<file path="config.mk">
export PLATFORM = sky130hd
export DESIGN_NAME = exec_mdu_alu
export DESIGN_NICKNAME = d
export VERILOG_FILES = /design/src/rtl/exec_mdu_alu.sv
export SDC_FILE = /design/constraint.sdc
export NUM_CORES = 1
export LEC_CHECK = 0
export CAP_MARGIN = 30
export CORE_UTILIZATION = 60
export DETAILED_ROUTE_END_ITERATION = 8
export DONT_BUFFER_PORTS = 1
export PLACE_DENSITY = 0.76
export SLEW_MARGIN = 20
export SYNTH_ARGS = -nofsm -noshare
export SYNTH_HDL_FRONTEND = slang
export SYNTH_SLANG_ARGS = --single-unit
</file>
<file path="constraint.sdc">
create_clock -name clk -period 5.8 [get_ports clk]
set_input_delay 1.16 -clock clk [delete_from_list [all_inputs] [get_ports clk]]
set_output_delay 1.16 -clock clk [all_outputs]
set_load 0.1 [all_outputs]
</file>
<file path="src/rtl/exec_mdu_alu.sv">
// exec_mdu_alu: single-issue execute unit.
// Simple ALU ops (ADD/SUB/AND/OR/XOR/SLT) complete one cycle after acceptance and drive result/ovf.
// MULT/MULTU/DIV/DIVU run a 32-step shift-add / restoring-divide loop and write HI/LO on DONE entry.
// Optional feature macro: MDU_FAST_MUL_EN (single-cycle multiply; divide stays iterative).
module exec_mdu_alu (
    input  logic        clk,
    input  logic        resetn,
    input  logic        valid_in,
    input  logic [4:0]  aluctrl,
    input  logic [31:0] a,
    input  logic [31:0] b,
    input  logic        flush,
    output logic        ready_in,
    output logic        valid_out,
    output logic [31:0] result,
    output logic        ovf,
    output logic [31:0] hi,
    output logic [31:0] lo
);

    // Control codes shared with the decode stage.
    localparam logic [4:0] AluAdd   = 5'd0;
    localparam logic [4:0] AluSub   = 5'd1;
    localparam logic [4:0] AluAnd   = 5'd2;
    localparam logic [4:0] AluOr    = 5'd3;
    localparam logic [4:0] AluSlt   = 5'd4;
    localparam logic [4:0] AluXor   = 5'd5;
    localparam logic [4:0] AluMult  = 5'd6;
    localparam logic [4:0] AluMultu = 5'd7;
    localparam logic [4:0] AluDiv   = 5'd8;
    localparam logic [4:0] AluDivu  = 5'd9;

    typedef enum logic [1:0] {StIdle, StMul, StDiv, StDone} state_e;

    state_e      state_q, state_d;
    logic [4:0]  cnt_q, cnt_d;
    logic [63:0] acc_q, acc_d;      // mul: {partial, multiplier}; div: {remainder, quotient}
    logic [31:0] opnd_q, opnd_d;    // multiplicand or divisor magnitude
    logic        neg_q, neg_d;      // negate product / quotient at the end
    logic        rneg_q, rneg_d;    // negate remainder (signed dividend was negative)
    logic        dz_q, dz_d;        // divide by zero
    logic [31:0] araw_q, araw_d;    // raw dividend, returned in HI on divide by zero
    logic [31:0] result_q, result_d;
    logic        ovf_q, ovf_d;
    logic [31:0] hi_q, hi_d;
    logic [31:0] lo_q, lo_d;

    logic        is_mul, is_div, is_sgn;
    logic [31:0] mag_a, mag_b, sum, diff, alu_res;
    logic        alu_ovf;

    // Operand decode and the single-cycle ALU datapath.
    always_comb begin
        is_mul  = (aluctrl == AluMult) || (aluctrl == AluMultu);
        is_div  = (aluctrl == AluDiv) || (aluctrl == AluDivu);
        is_sgn  = (aluctrl == AluMult) || (aluctrl == AluDiv);
        mag_a   = (is_sgn && a[31]) ? (32'd0 - a) : a;
        mag_b   = (is_sgn && b[31]) ? (32'd0 - b) : b;
        sum     = a + b;
        diff    = a - b;
        alu_res = '0;
        alu_ovf = 1'b0;
        case (aluctrl)
            AluAdd: begin
                alu_res = sum;
                alu_ovf = (a[31] == b[31]) && (sum[31] != a[31]);
            end
            AluSub: begin
                alu_res = diff;
                alu_ovf = (a[31] != b[31]) && (diff[31] != a[31]);
            end
            AluAnd:  alu_res = a & b;
            AluOr:   alu_res = a | b;
            AluXor:  alu_res = a ^ b;
            AluSlt:  alu_res = {31'b0, $signed(a) < $signed(b)};
            default: ;
        endcase
    end

`ifdef MDU_FAST_MUL_EN
    logic [63:0] ext_a, ext_b, fast_prod;

    // Single-cycle multiply; low 64 bits of the sign-extended product are exact for both signednesses.
    always_comb begin
        ext_a     = {{32{is_sgn & a[31]}}, a};
        ext_b     = {{32{is_sgn & b[31]}}, b};
        fast_prod = ext_a * ext_b;
    end
`endif

    logic [32:0] mul_sum, div_shift, div_diff;
    logic [63:0] mul_next, div_next, mul_fin;
    logic [31:0] quo_fin, rem_fin;

    // One multiply / divide step plus the final sign fix-up applied on DONE entry.
    always_comb begin
        mul_sum   = {1'b0, acc_q[63:32]} + (acc_q[0] ? {1'b0, opnd_q} : 33'd0);
        mul_next  = {mul_sum, acc_q[31:1]};
        div_shift = {acc_q[63:32], acc_q[31]};
        div_diff  = div_shift - {1'b0, opnd_q};
        div_next  = div_diff[32] ? {div_shift[31:0], acc_q[30:0], 1'b0}
                                 : {div_diff[31:0], acc_q[30:0], 1'b1};
        mul_fin   = neg_q ? (64'd0 - mul_next) : mul_next;
        quo_fin   = dz_q ? 32'hFFFF_FFFF : (neg_q ? (32'd0 - div_next[31:0]) : div_next[31:0]);
        rem_fin   = dz_q ? araw_q : (rneg_q ? (32'd0 - div_next[63:32]) : div_next[63:32]);
    end

    // Next-state logic: acceptance, iteration, completion and flush.
    always_comb begin
        state_d  = state_q;
        cnt_d    = cnt_q;
        acc_d    = acc_q;
        opnd_d   = opnd_q;
        neg_d    = neg_q;
        rneg_d   = rneg_q;
        dz_d     = dz_q;
        araw_d   = araw_q;
        result_d = result_q;
        ovf_d    = ovf_q;
        hi_d     = hi_q;
        lo_d     = lo_q;
        unique case (state_q)
            StIdle: begin
                if (valid_in && !flush) begin
                    cnt_d  = 5'd0;
                    araw_d = a;
                    if (is_mul) begin
`ifdef MDU_FAST_MUL_EN
                        state_d      = StDone;
                        {hi_d, lo_d} = fast_prod;
                        ovf_d        = 1'b0;
`else
                        state_d = StMul;
                        acc_d   = {32'd0, mag_b};
                        opnd_d  = mag_a;
                        neg_d   = is_sgn && (a[31] ^ b[31]);
`endif
                    end else if (is_div) begin
                        state_d = StDiv;
                        acc_d   = {32'd0, mag_a};
                        opnd_d  = mag_b;
                        neg_d   = is_sgn && (a[31] ^ b[31]);
                        rneg_d  = is_sgn && a[31];
                        dz_d    = (b == 32'd0);
                    end else begin
                        state_d  = StDone;
                        result_d = alu_res;
                        ovf_d    = alu_ovf;
                    end
                end
            end
            StMul: begin
                if (flush) begin
                    state_d = StIdle;
                    cnt_d   = 5'd0;
                end else begin
                    acc_d = mul_next;
                    cnt_d = cnt_q + 5'd1;
                    if (cnt_q == 5'd31) begin
                        state_d      = StDone;
                        cnt_d        = 5'd0;
                        {hi_d, lo_d} = mul_fin;
                        ovf_d        = 1'b0;
                    end
                end
            end
            StDiv: begin
                if (flush) begin
                    state_d = StIdle;
                    cnt_d   = 5'd0;
                end else begin
                    acc_d = div_next;
                    cnt_d = cnt_q + 5'd1;
                    if (cnt_q == 5'd31) begin
                        state_d = StDone;
                        cnt_d   = 5'd0;
                        hi_d    = rem_fin;
                        lo_d    = quo_fin;
                        ovf_d   = 1'b0;
                    end
                end
            end
            StDone:  state_d = StIdle;
            default: state_d = StIdle;
        endcase
    end

    // State and architectural registers, cleared asynchronously.
    always_ff @(posedge clk or negedge resetn) begin
        if (!resetn) begin
            state_q  <= StIdle;
            cnt_q    <= 5'd0;
            acc_q    <= 64'd0;
            opnd_q   <= 32'd0;
            neg_q    <= 1'b0;
            rneg_q   <= 1'b0;
            dz_q     <= 1'b0;
            araw_q   <= 32'd0;
            result_q <= 32'd0;
            ovf_q    <= 1'b0;
            hi_q     <= 32'd0;
            lo_q     <= 32'd0;
        end else begin
            state_q  <= state_d;
            cnt_q    <= cnt_d;
            acc_q    <= acc_d;
            opnd_q   <= opnd_d;
            neg_q    <= neg_d;
            rneg_q   <= rneg_d;
            dz_q     <= dz_d;
            araw_q   <= araw_d;
            result_q <= result_d;
            ovf_q    <= ovf_d;
            hi_q     <= hi_d;
            lo_q     <= lo_d;
        end
    end

    assign ready_in  = (state_q == StIdle);
    assign valid_out = (state_q == StDone);
    assign result    = result_q;
    assign ovf       = ovf_q;
    assign hi        = hi_q;
    assign lo        = lo_q;

endmodule

</file>
==> impl_metrics.yaml <==
hold_path:
  holdCritPathClass: "input pin to async pin"
floorplanning:
  die_w_um: 203
  rows: 73
  initial_utilization_pct: 60.9
  die_h_um: 203
  core_um2: 39700
  io_pins: 172
  design.die.area_um2: 41100
finish:
  drive_above_1_share_pct: 5.70
  nNetsFinal: 3398
  fillerInstances: 3400
  stdcell_count: 3701
  area_growth_pct: 6.31
  seq_area_um2: 5880
  multiInputGateArea_um2: 16900
synth:
  synth-edff-count: 0
  synthCells: 3283
  synth_ff_type: "dfrtp_1"
  synth.top_cell.area_share_pct: 24.3
  ys_seq_elements: 235
  yosysTopAreaCell: "dfrtp_1"
  yosys_warnings: 0
  seq_area_frac_synth_pct: 24.3
  synth_area_leaders: "dfrtp_1, ha_1, o21ai_0"
  avgSynthCellArea_um2: 7.36
  syn_area_um2: 24200
  yosysUniqueCellTypes: 89
  synthArstFlopShare_pct: 100
  postSynthNetCount: 3531
run:
  max_cap_violations: 0
clock_network:
  clock_tree.htree_level_count: 1
  cts_sinks: 235
  insertion_delay_ns: 0.59
  cts_hold_buf: 0
  cts.path.max_buffers: 3
  cts_tree: "done"
  numCtsBuffers: 29
  root_buffer: "clkbuf_16"
  clk_pin_slew_ns: 0.07
  post_cts_buffers: 0
timing:
  finalHoldViolations: 0
  fmax_ghz: 0.179
  period_share_pct: 96.2
  tns_ns: 0
  finClkSkew_ns: 0.0172
  min_period_ns: 5.58
  finalSetupViolations: 0
  tightest_slew_ns: 1.09
  rsz0062_at_grt: "false"
  slew_headroom_pct: 27.6
  drv_slew: 0
critical_path:
  critPathRequiredTime_ns: 6.29
  regToRegSetupSlack_ns: 0.22
  cp-startpoint: "acc_q[0]"
  cp-end-kind: "register"
  cp-start-kind: "register"
  crit_fanout: 24
  r2r_cells: 17
  worst_ep_arrival_time_ns: 6.07
  r2r-end: "hi[28]"
  crit_end: "hi[28]"
  worstSetupPathType: "register to register"
  r2r-start: "acc_q[0]"
global_routing:
  antenna_found_initial: 7
  grt-ovfl-total: 0
  grt_pass1_wl_um: 147000
  grt_max_degree: 236
  grt_pass1_vias: 24253
  grt_use_total_pct: 46.9
place:
  io_buffer_count: 0
  dp_hpwl_um: 74800
  place_inst: 3641
  place_congestion: 1.10
power_and_ir_drop:
  powerDensity_nw_per_um2: 467
  ir_drop_v: 0.000403
  p_leak_nw: 11.4
  switching_share_pct: 52.6
  switchingPower_mw: 6.32
  pwr-share-seq_pct: 25.2
  p_comb_share_pct: 57.2
  cellInternalPower_mw: 5.69
  clkPwrFrac_pct: 17.6
routing:
  avgRoutedWirePerCell_um: 26.6
  via_per_inst: 6.96
  drtIter0Drc: 3186
  route.vias.total: 25764
  final_antenna_net_count: 0
  drt_pass1_iterations: 7
  routed_wl_um: 98300
  remaining_drc_errors: 0
outcome:
  outcome: "completed"
==> critical path, cell delays in order (launching register included) <==
cell and delay (ns):
dfrtp_1 0.47, inv_1 0.39, buf_4 0.39, nor2_1 0.08, ha_1 0.48, and3_1 0.33
nand2_1 0.08, a2111oi_0 0.57, nor2_1 0.15, xnor2_1 0.17, buf_4 0.18, a211o_1 0.39
or4_1 0.60, or2_2 0.36, o41ai_1 0.33, xnor2_1 0.17, a22oi_1 0.09, o221ai_1 0.24
==> timing repair <==
action / in CTS / in global routing
endpoints found under the hold margin: 0 / 0
gates resized for setup: 0 / 1
setup endpoints to repair: 0 / 2
==> power groups by stage <==
stage               Sequential (mW)  Clock [mW]  Combinational, mW
finish                         3.03        2.11               6.87
global route                   3.05        2.16               7.36
CTS                            2.97        2.11               6.60
detailed placement             3.00           0               6.55
global placement               2.98           0               6.40
floorplan                      2.54           0               4.89
==> flip-flops by register name, summed over array words and instances, names as in the netlist <==
| signal | cells |
|---|---|
| acc_q | 64 |
| araw_q | 32 |
| hi | 32 |
| lo | 32 |
| opnd_q | 32 |
| result | 32 |
| cnt_q | 5 |
| state_q | 2 |
| dz_q | 1 |
| neg_q | 1 |
| ovf | 1 |
| rneg_q | 1 |
==> cell usage after synthesis (all sizes together) (43+ instances only) <==
cell type / instances
a21o: 46
a21oi: 261
a22oi: 67
clkbuf: 193
dfrtp: 235
ha: 171
inv: 168
mux2i: 50
nand2: 444
nand3: 54
nor2: 250
nor3: 43
o21ai: 393
o31ai: 50
xnor2: 202
xor2: 45
==> per-stage QoR <==
step / power, mW / cell area, um^2 / hold WS, ns / setup WS, ns / util (%)
2_1_floorplan: 7.44 / 24200 / 0.443 / 0.635 / -
3_3_place_gp: 9.38 / 24500 / 0.462 / 0.433 / 61.5
3_5_place_dp: 9.56 / 24500 / 0.474 / 0.366 / 61.8
4_1_cts: 11.7 / 25600 / 0.289 / 0.362 / 64.5
5_1_grt: 12.6 / 25700 / 0.291 / 0.0117 / 64.7
6_report: 12.0 / 25700 / 0.292 / 0.222 / 64.7
==> layout by cell type, fill, tap and decap left out, drive strengths merged, types with 27 or more instances in the layout <==
master  count
a21oi     261
inv       172
nor2      250
ha        171
nand2     444
a21o       46
clkbuf     39
o31ai      50
dfrtp     235
a22oi      67
nand2b     27
o22ai      40
xor2       45
mux2i      50
and3       28
a31oi      35
nand3      54
o21ai     393
buf        61
or3        30
nor3       43
xnor2     202
==> cell type report <==
class	count	area share, %
repair buffers	62	2.08
inverters	170	2.48
well taps	525	2.56
clock buffers	39	3.24
diodes	3	0.0292
clock inverters	15	1.03
flip-flops and latches	235	22.9
multi-input cells	2652	65.7
==> how the worst min path moves through the flow <==
stage	to	slack (ns)	start
global route	acc_q[53]	0.29	resetn
finish	acc_q[53]	0.29	resetn
floorplan	cnt_q[3]	0.44	cnt_q[3]
detailed placement	opnd_q[2]	0.47	opnd_q[2]
CTS	acc_q[53]	0.29	resetn
global placement	cnt_q[3]	0.46	cnt_q[3]
==> routing by layer <==
layer	share of wire [%]	wire length, um	up-vias	track usage, %
li1	-	-	11450	-
met1	37	36600	12168	58.1
met2	42	41500	1775	70.3
met3	12	11800	363	12.5
met4	8.4	8270	8	33.9
met5	0.056	55	-	0
==> cells by family (layout without fill, tap and decap cells) <==
| group | count (synthesis) | in the layout | synth area share (%) |
|---|---|---|---|
| flops | 235 | 235 | 24.3 |
| other cells | 0 | 3 | 0 |
| simple gates | 1044 | 1044 | 20.0 |
| fa+ha+maj | 175 | 175 | 9.18 |
| compound gates | 1127 | 1127 | 28.9 |
| mux | 59 | 59 | 2.49 |
| xor+xnor | 247 | 247 | 8.95 |
| buf+inv | 396 | 286 | 6.20 |
Note: power is estimated with default switching activity, not from simulation.
